`src/rtl/ads_adc_emu.sv`:
```
// ads_adc_emu: cycle-level emulation of a quad-lane serial ADC.
// A convst rising edge starts a fixed-length busy period. After that, an
// fs_n falling edge opens a frame. In the frame, each lane shifts out
// WORDS_PER_LANE 16-bit words, MSB first, one bit per sclk falling edge.
// Each word carries the lane index, the word index and a 12-bit frame counter.
module ads_adc_emu #(
   parameter int BUSY_CYCLES    = 54,
   parameter int WORDS_PER_LANE = 2
) (
   input  logic       sys_clk,
   input  logic       sys_rst,
   input  logic       ad_reset,
   input  logic       ad_convst,
   output logic       ad_busy,
   input  logic       ad_fs_n,
   input  logic       ad_sclk,
   input  logic       ad_sdi,
   output logic [3:0] ad_sdo,
   output logic       overrun
);

   typedef enum logic [1:0] {IDLE, CONV, READY, SHIFT} state_t;

   localparam int            BW        = (BUSY_CYCLES > 1) ? $clog2(BUSY_CYCLES) : 1;
   localparam logic [BW-1:0] BUSY_LAST = BW'(BUSY_CYCLES - 1);
   localparam logic [1:0]    WORD_LAST = 2'(WORDS_PER_LANE - 1);

   state_t        state_q;
   logic [BW-1:0] busy_cnt_q;
   logic [3:0]    bit_q;
   logic [1:0]    word_q;
   logic [11:0]   seq_q;
   logic          convst_d_q;
   logic          fs_n_d_q;
   logic          sclk_d_q;
   logic          busy_q;
   logic          overrun_q;
   logic [3:0]    sdo_q;

   logic convst_rise;
   logic fs_fall;
   logic fs_rise;
   logic sclk_fall;

   // The config input is accepted but carries no function in this model.
   logic sdi_unused;
   assign sdi_unused = ad_sdi;

   assign convst_rise = ad_convst & ~convst_d_q;
   assign fs_fall     = ~ad_fs_n & fs_n_d_q;
   assign fs_rise     = ad_fs_n & ~fs_n_d_q;
   assign sclk_fall   = ~ad_sclk & sclk_d_q;

   // Bit number bitn (0 = MSB) of word "word" for all four lanes at once.
   function automatic logic [3:0] lane_bits(input logic [1:0]  word,
                                            input logic [3:0]  bitn,
                                            input logic [11:0] seq);
      logic [15:0] w;
      logic [3:0]  r;
      r = 4'b0000;
      for (int k = 0; k < 4; k++) begin
         w    = {2'(k), word, seq};
         r[k] = w[4'd15 - bitn];
      end
      return r;
   endfunction

   // Edge-detect registers, conversion/frame state machine and registered outputs.
   always_ff @(posedge sys_clk) begin
      if (sys_rst || ad_reset) begin
         state_q    <= IDLE;
         busy_cnt_q <= '0;
         bit_q      <= 4'd0;
         word_q     <= 2'd0;
         seq_q      <= 12'd0;
         convst_d_q <= 1'b0;
         fs_n_d_q   <= 1'b0;
         sclk_d_q   <= 1'b0;
         busy_q     <= 1'b0;
         overrun_q  <= 1'b0;
         sdo_q      <= 4'b0000;
      end else begin
         convst_d_q <= ad_convst;
         fs_n_d_q   <= ad_fs_n;
         sclk_d_q   <= ad_sclk;

         // A start request while anything is still in flight is only flagged.
         if (convst_rise && (state_q != IDLE)) begin
            overrun_q <= 1'b1;
         end

         case (state_q)
            IDLE: begin
               sdo_q <= 4'b0000;
               if (convst_rise) begin
                  state_q    <= CONV;
                  busy_q     <= 1'b1;
                  busy_cnt_q <= '0;
               end
            end
            CONV: begin
               if (busy_cnt_q == BUSY_LAST) begin
                  busy_q  <= 1'b0;
                  state_q <= READY;
               end else begin
                  busy_cnt_q <= busy_cnt_q + BW'(1);
               end
            end
            READY: begin
               if (fs_fall) begin
                  state_q <= SHIFT;
                  bit_q   <= 4'd0;
                  word_q  <= 2'd0;
                  sdo_q   <= lane_bits(2'd0, 4'd0, seq_q);
               end
            end
            SHIFT: begin
               // An fs_n release wins over a coincident sclk edge.
               if (fs_rise) begin
                  state_q <= IDLE;
                  sdo_q   <= 4'b0000;
                  bit_q   <= 4'd0;
                  word_q  <= 2'd0;
               end else if (sclk_fall) begin
                  if (bit_q == 4'd15) begin
                     bit_q <= 4'd0;
                     if (word_q == WORD_LAST) begin
                        seq_q   <= seq_q + 12'd1;
                        word_q  <= 2'd0;
                        sdo_q   <= 4'b0000;
                        state_q <= IDLE;
                     end else begin
                        word_q <= word_q + 2'd1;
                        sdo_q  <= lane_bits(word_q + 2'd1, 4'd0, seq_q);
                     end
                  end else begin
                     bit_q <= bit_q + 4'd1;
                     sdo_q <= lane_bits(word_q, bit_q + 4'd1, seq_q);
                  end
               end
            end
            default: begin
               state_q <= IDLE;
            end
         endcase
      end
   end

   assign ad_busy = busy_q;
   assign ad_sdo  = sdo_q;
   assign overrun = overrun_q;

endmodule

```
`config.mk`:
```
export PLATFORM = sky130hd
export DESIGN_NAME = ads_adc_emu
export DESIGN_NICKNAME = d
export VERILOG_FILES = /design/src/rtl/ads_adc_emu.sv
export SDC_FILE = /design/constraint.sdc
export NUM_CORES = 1
export LEC_CHECK = 0
export BUFFER_PORTS_ARGS = -buffer_cell sky130_fd_sc_hd__buf_2
export CORE_AREA = 2 2 65 67
export CTS_BUF_LIST = sky130_fd_sc_hd__clkbuf_16
export DETAILED_ROUTE_END_ITERATION = 8
export DIE_AREA = 0 0 67 69
export PLACE_DENSITY = 0.77
export SLEW_MARGIN = 20
export SYNTH_ARGS = -nofsm -noshare
export SYNTH_HDL_FRONTEND = slang
export SYNTH_SLANG_ARGS = --single-unit
```
`constraint.sdc`:
```
create_clock -name sys_clk -period 3.5 [get_ports sys_clk]
set_clock_uncertainty 0.15 [all_clocks]
set_input_delay 0.35 -clock sys_clk [delete_from_list [all_inputs] [get_ports sys_clk]]
set_output_delay 0.35 -clock sys_clk [all_outputs]
set_load 0.01 [all_outputs]
```
==> flow_summary.json <==
{
  "yosys.area.top_type_share_pct": 33.88,
  "fin_nets": 258,
  "clock.fmax_mhz": 405.4,
  "powerDensity_mw_per_mm2": 381.9,
  "swShare_pct": 21.77,
  "synthSimpleGateAreaFrac_pct": 31.22,
  "die_h_um": 69,
  "h-tree-depth": 2,
  "cts_setup_buffers": 0,
  "overflow": 0,
  "synth_top_family_by_area": "simple AND/OR/NAND/NOR gates",
  "rsz0062_at_grt": "no",
  "drive_gt1_share_pct": 13.11,
  "cts_resized": 0,
  "syn2layout_area_growth_pct": 9.377,
  "crit_required_ps": 3490,
  "hold_viol_final": 0,
  "finalCritPeriodShare_pct": 70.48,
  "dp_slack_ps": 1064,
  "synth_edf_count": 0,
  "yosys.area_share.adder_pct": 4.840,
  "vdd_drop_max_uv": 226.5,
  "syn_area_per_cell_sq_um": 8.801,
  "row_count": 23,
  "status": "complete, no violations",
  "syn_area_sq_mm": 0.002068,
  "final.setup.tns_ps": 0,
  "synth_area_leaders": "dfxtp_1 (34%), nor2_1 (6.2%), ha_1 (4.8%), xnor2_1 (4.7%), nand2_1 (3.1%)",
  "ys_ff_latch": 35,
  "setup-violations-final": 0,
  "cap_viol_max_count": 0,
  "synthXorXnorAreaFrac_pct": 7.199,
  "p_comb_share_pct": 5.8,
  "clk_latency_ps": 280,
  "synth_most_common_cell": "dfxtp_1",
  "synth_ff_type": "dfxtp_1",
  "antenna_found_initial": 0,
  "antennaDiodeCount": 0,
  "firstDrtPassIters": 4,
  "power_switching_uw": 188.1,
  "drt-total-wl_um": 3927,
  "yosys_warnings": 0,
  "worst_hold_path_type": "input pin to register",
  "worst_slew_margin_rel_pct": 38.37,
  "dp_hpwl_um": 2777,
  "io_buffers": 11,
  "synthArstFlopShare_pct": 0,
  "grt_usage_pct": 18.87,
  "pwr-share-clk_pct": 47.2,
  "numCtsBuffers": 5,
  "ys_types": 54,
  "synth_area_leader_cell": "dfxtp_1",
  "cts_hold_buf": 0,
  "coreArea_sq_mm": 0.003914,
  "clk_path_buf_depth": 2,
  "grt_pass1_wl_um": 6768,
  "grt_pass1_vias": 1578,
  "via_per_inst": 5.639,
  "slew_viol_final": 0,
  "synth_common_cells": "dfxtp_1 (35), nor2_1 (34), nand2_1 (17)",
  "p_seq_share_pct": 47.0,
  "tightest_slew_ps": 920.2,
  "critical_path_class": "register to register",
  "ant_nets": 0,
  "p_int_uw": 675.8,
  "yosys-mux-area-fraction_pct": 5.868,
  "drt_iter0_drc": 82,
  "die_area_sq_mm": 0.004623,
  "drc": 0,
  "start_kind": "register",
  "ioPinCount": 13,
  "syn-instance-count": 235,
  "power_leakage_uw": 0.0008097,
  "synth_compound_area_share_pct": 12.46,
  "die_w_um": 67,
  "holdWs_ps": 150.6,
  "grt_max_degree": 26,
  "critical_path.endpoint_type": "register",
  "start_util_pct": 52.85,
  "min_period_ps": 2467,
  "cts-root-buf": "clkbuf_16",
  "globalplace.congestion": 0.7914,
  "critPathMaxFanout": 12,
  "cts_num_sinks": 35,
  "fillers": 354,
  "arrival_ps": 2460,
  "wire_per_inst_um": 13.36,
  "path_clk_slew_ps": 50,
  "setup_ws_ps": 1033,
  "tritoncts": "built",
  "ys_seq_area_share_pct": 33.88,
  "vias": 1658,
  "postSynthNetCount": 250
}
## final timing paths
check	start	to	slack (ps)	cells after the start
worst max register to register	bit_q[0]	seq_q[5]	1030	6
worst min-delay path	ad_fs_n	fs_n_d_q	150	2
worst min register to register	overrun	overrun	310	2
worst max-delay path	bit_q[0]	seq_q[5]	1030	6
## metrics by stage
step	power (uW)	std cells	instance area (sq um)	util (%)
2_1_floorplan	451.5	235	2068	-
3_3_place_gp	462.7	286	2126	54.32
3_5_place_dp	464.2	286	2126	54.32
4_1_cts	878.2	294	2262	57.80
5_1_grt	898.5	294	2262	57.80
6_report	863.9	294	2262	57.80
## logic make-up (layout without fill, tap and decap cells)
family	after synthesis	after routing
simple gates	110	110
compound gates	38	38
flops	35	35
buf+inv	19	28
xor+xnor	17	17
fa+ha+maj	8	8
mux	8	8
## critical path, cell delays in order, from the launching register on
cell and delay [ps]:
dfxtp_1 610, ha_1 360, nand3_1 160, or3_4 460, nor4_1 380, xnor2_1 160
nor2_1 60
## layout make-up
cell class              count  area (sq um)  area share, %
multi-input cells         181          1274          56.31
clock buffers               5         125.1          5.531
inverters                   9         33.78          1.493
flip-flops and latches     35         700.7          30.97
clock inverters             3         11.26         0.4978
repair buffers             11         55.05          2.434
well taps                  50         62.56          2.765
## cells in the final DEF, fill, tap and decap left out, types with 2 or more instances in the layout
cell,n
mux2i_1,5
buf_2,11
nor4_2,4
and3_1,3
nand3_1,12
a221oi_1,3
a311oi_1,2
a31oi_1,3
nor3_1,4
ha_1,8
nand3b_1,4
mux4_2,2
o21ai_0,6
xnor2_1,11
nand2_1,17
and2_1,6
clkinv_1,2
dfxtp_1,35
a21oi_1,11
nand2b_1,6
clkbuf_16,5
nor2_1,34
inv_1,10
nand4b_1,4
o21a_1,2
xor2_1,6
a41oi_1,2
## layer usage
layer  track usage (%)  routed length, um  up-vias
met5                 0                  0        -
met4             8.163                 70        0
met3             4.894                138        6
met2             29.48               1799       19
met1             24.15               1918      780
li1                  -                  -      853
## flip-flops by register name, summed over array words and instances (netlist names)
register    flops
seq_q          12
bit_q           4
busy_cnt_q      6
overrun         1
ad_sdo          4
state_q         2
ad_busy         1
word_q          2
fs_n_d_q        1
sclk_d_q        1
convst_d_q      1
## power groups by stage
stage                     combinational (uW)  clock (uW)  sequential, uW
after floorplan                         37.2           0             414
after global placement                  48.6           0             414
after detailed placement                49.8           0             414
after CTS                               50.3         422             406
after global routing                    57.2         435             406
final                                   49.9         408             406
Power figures use the tool's default switching activity.
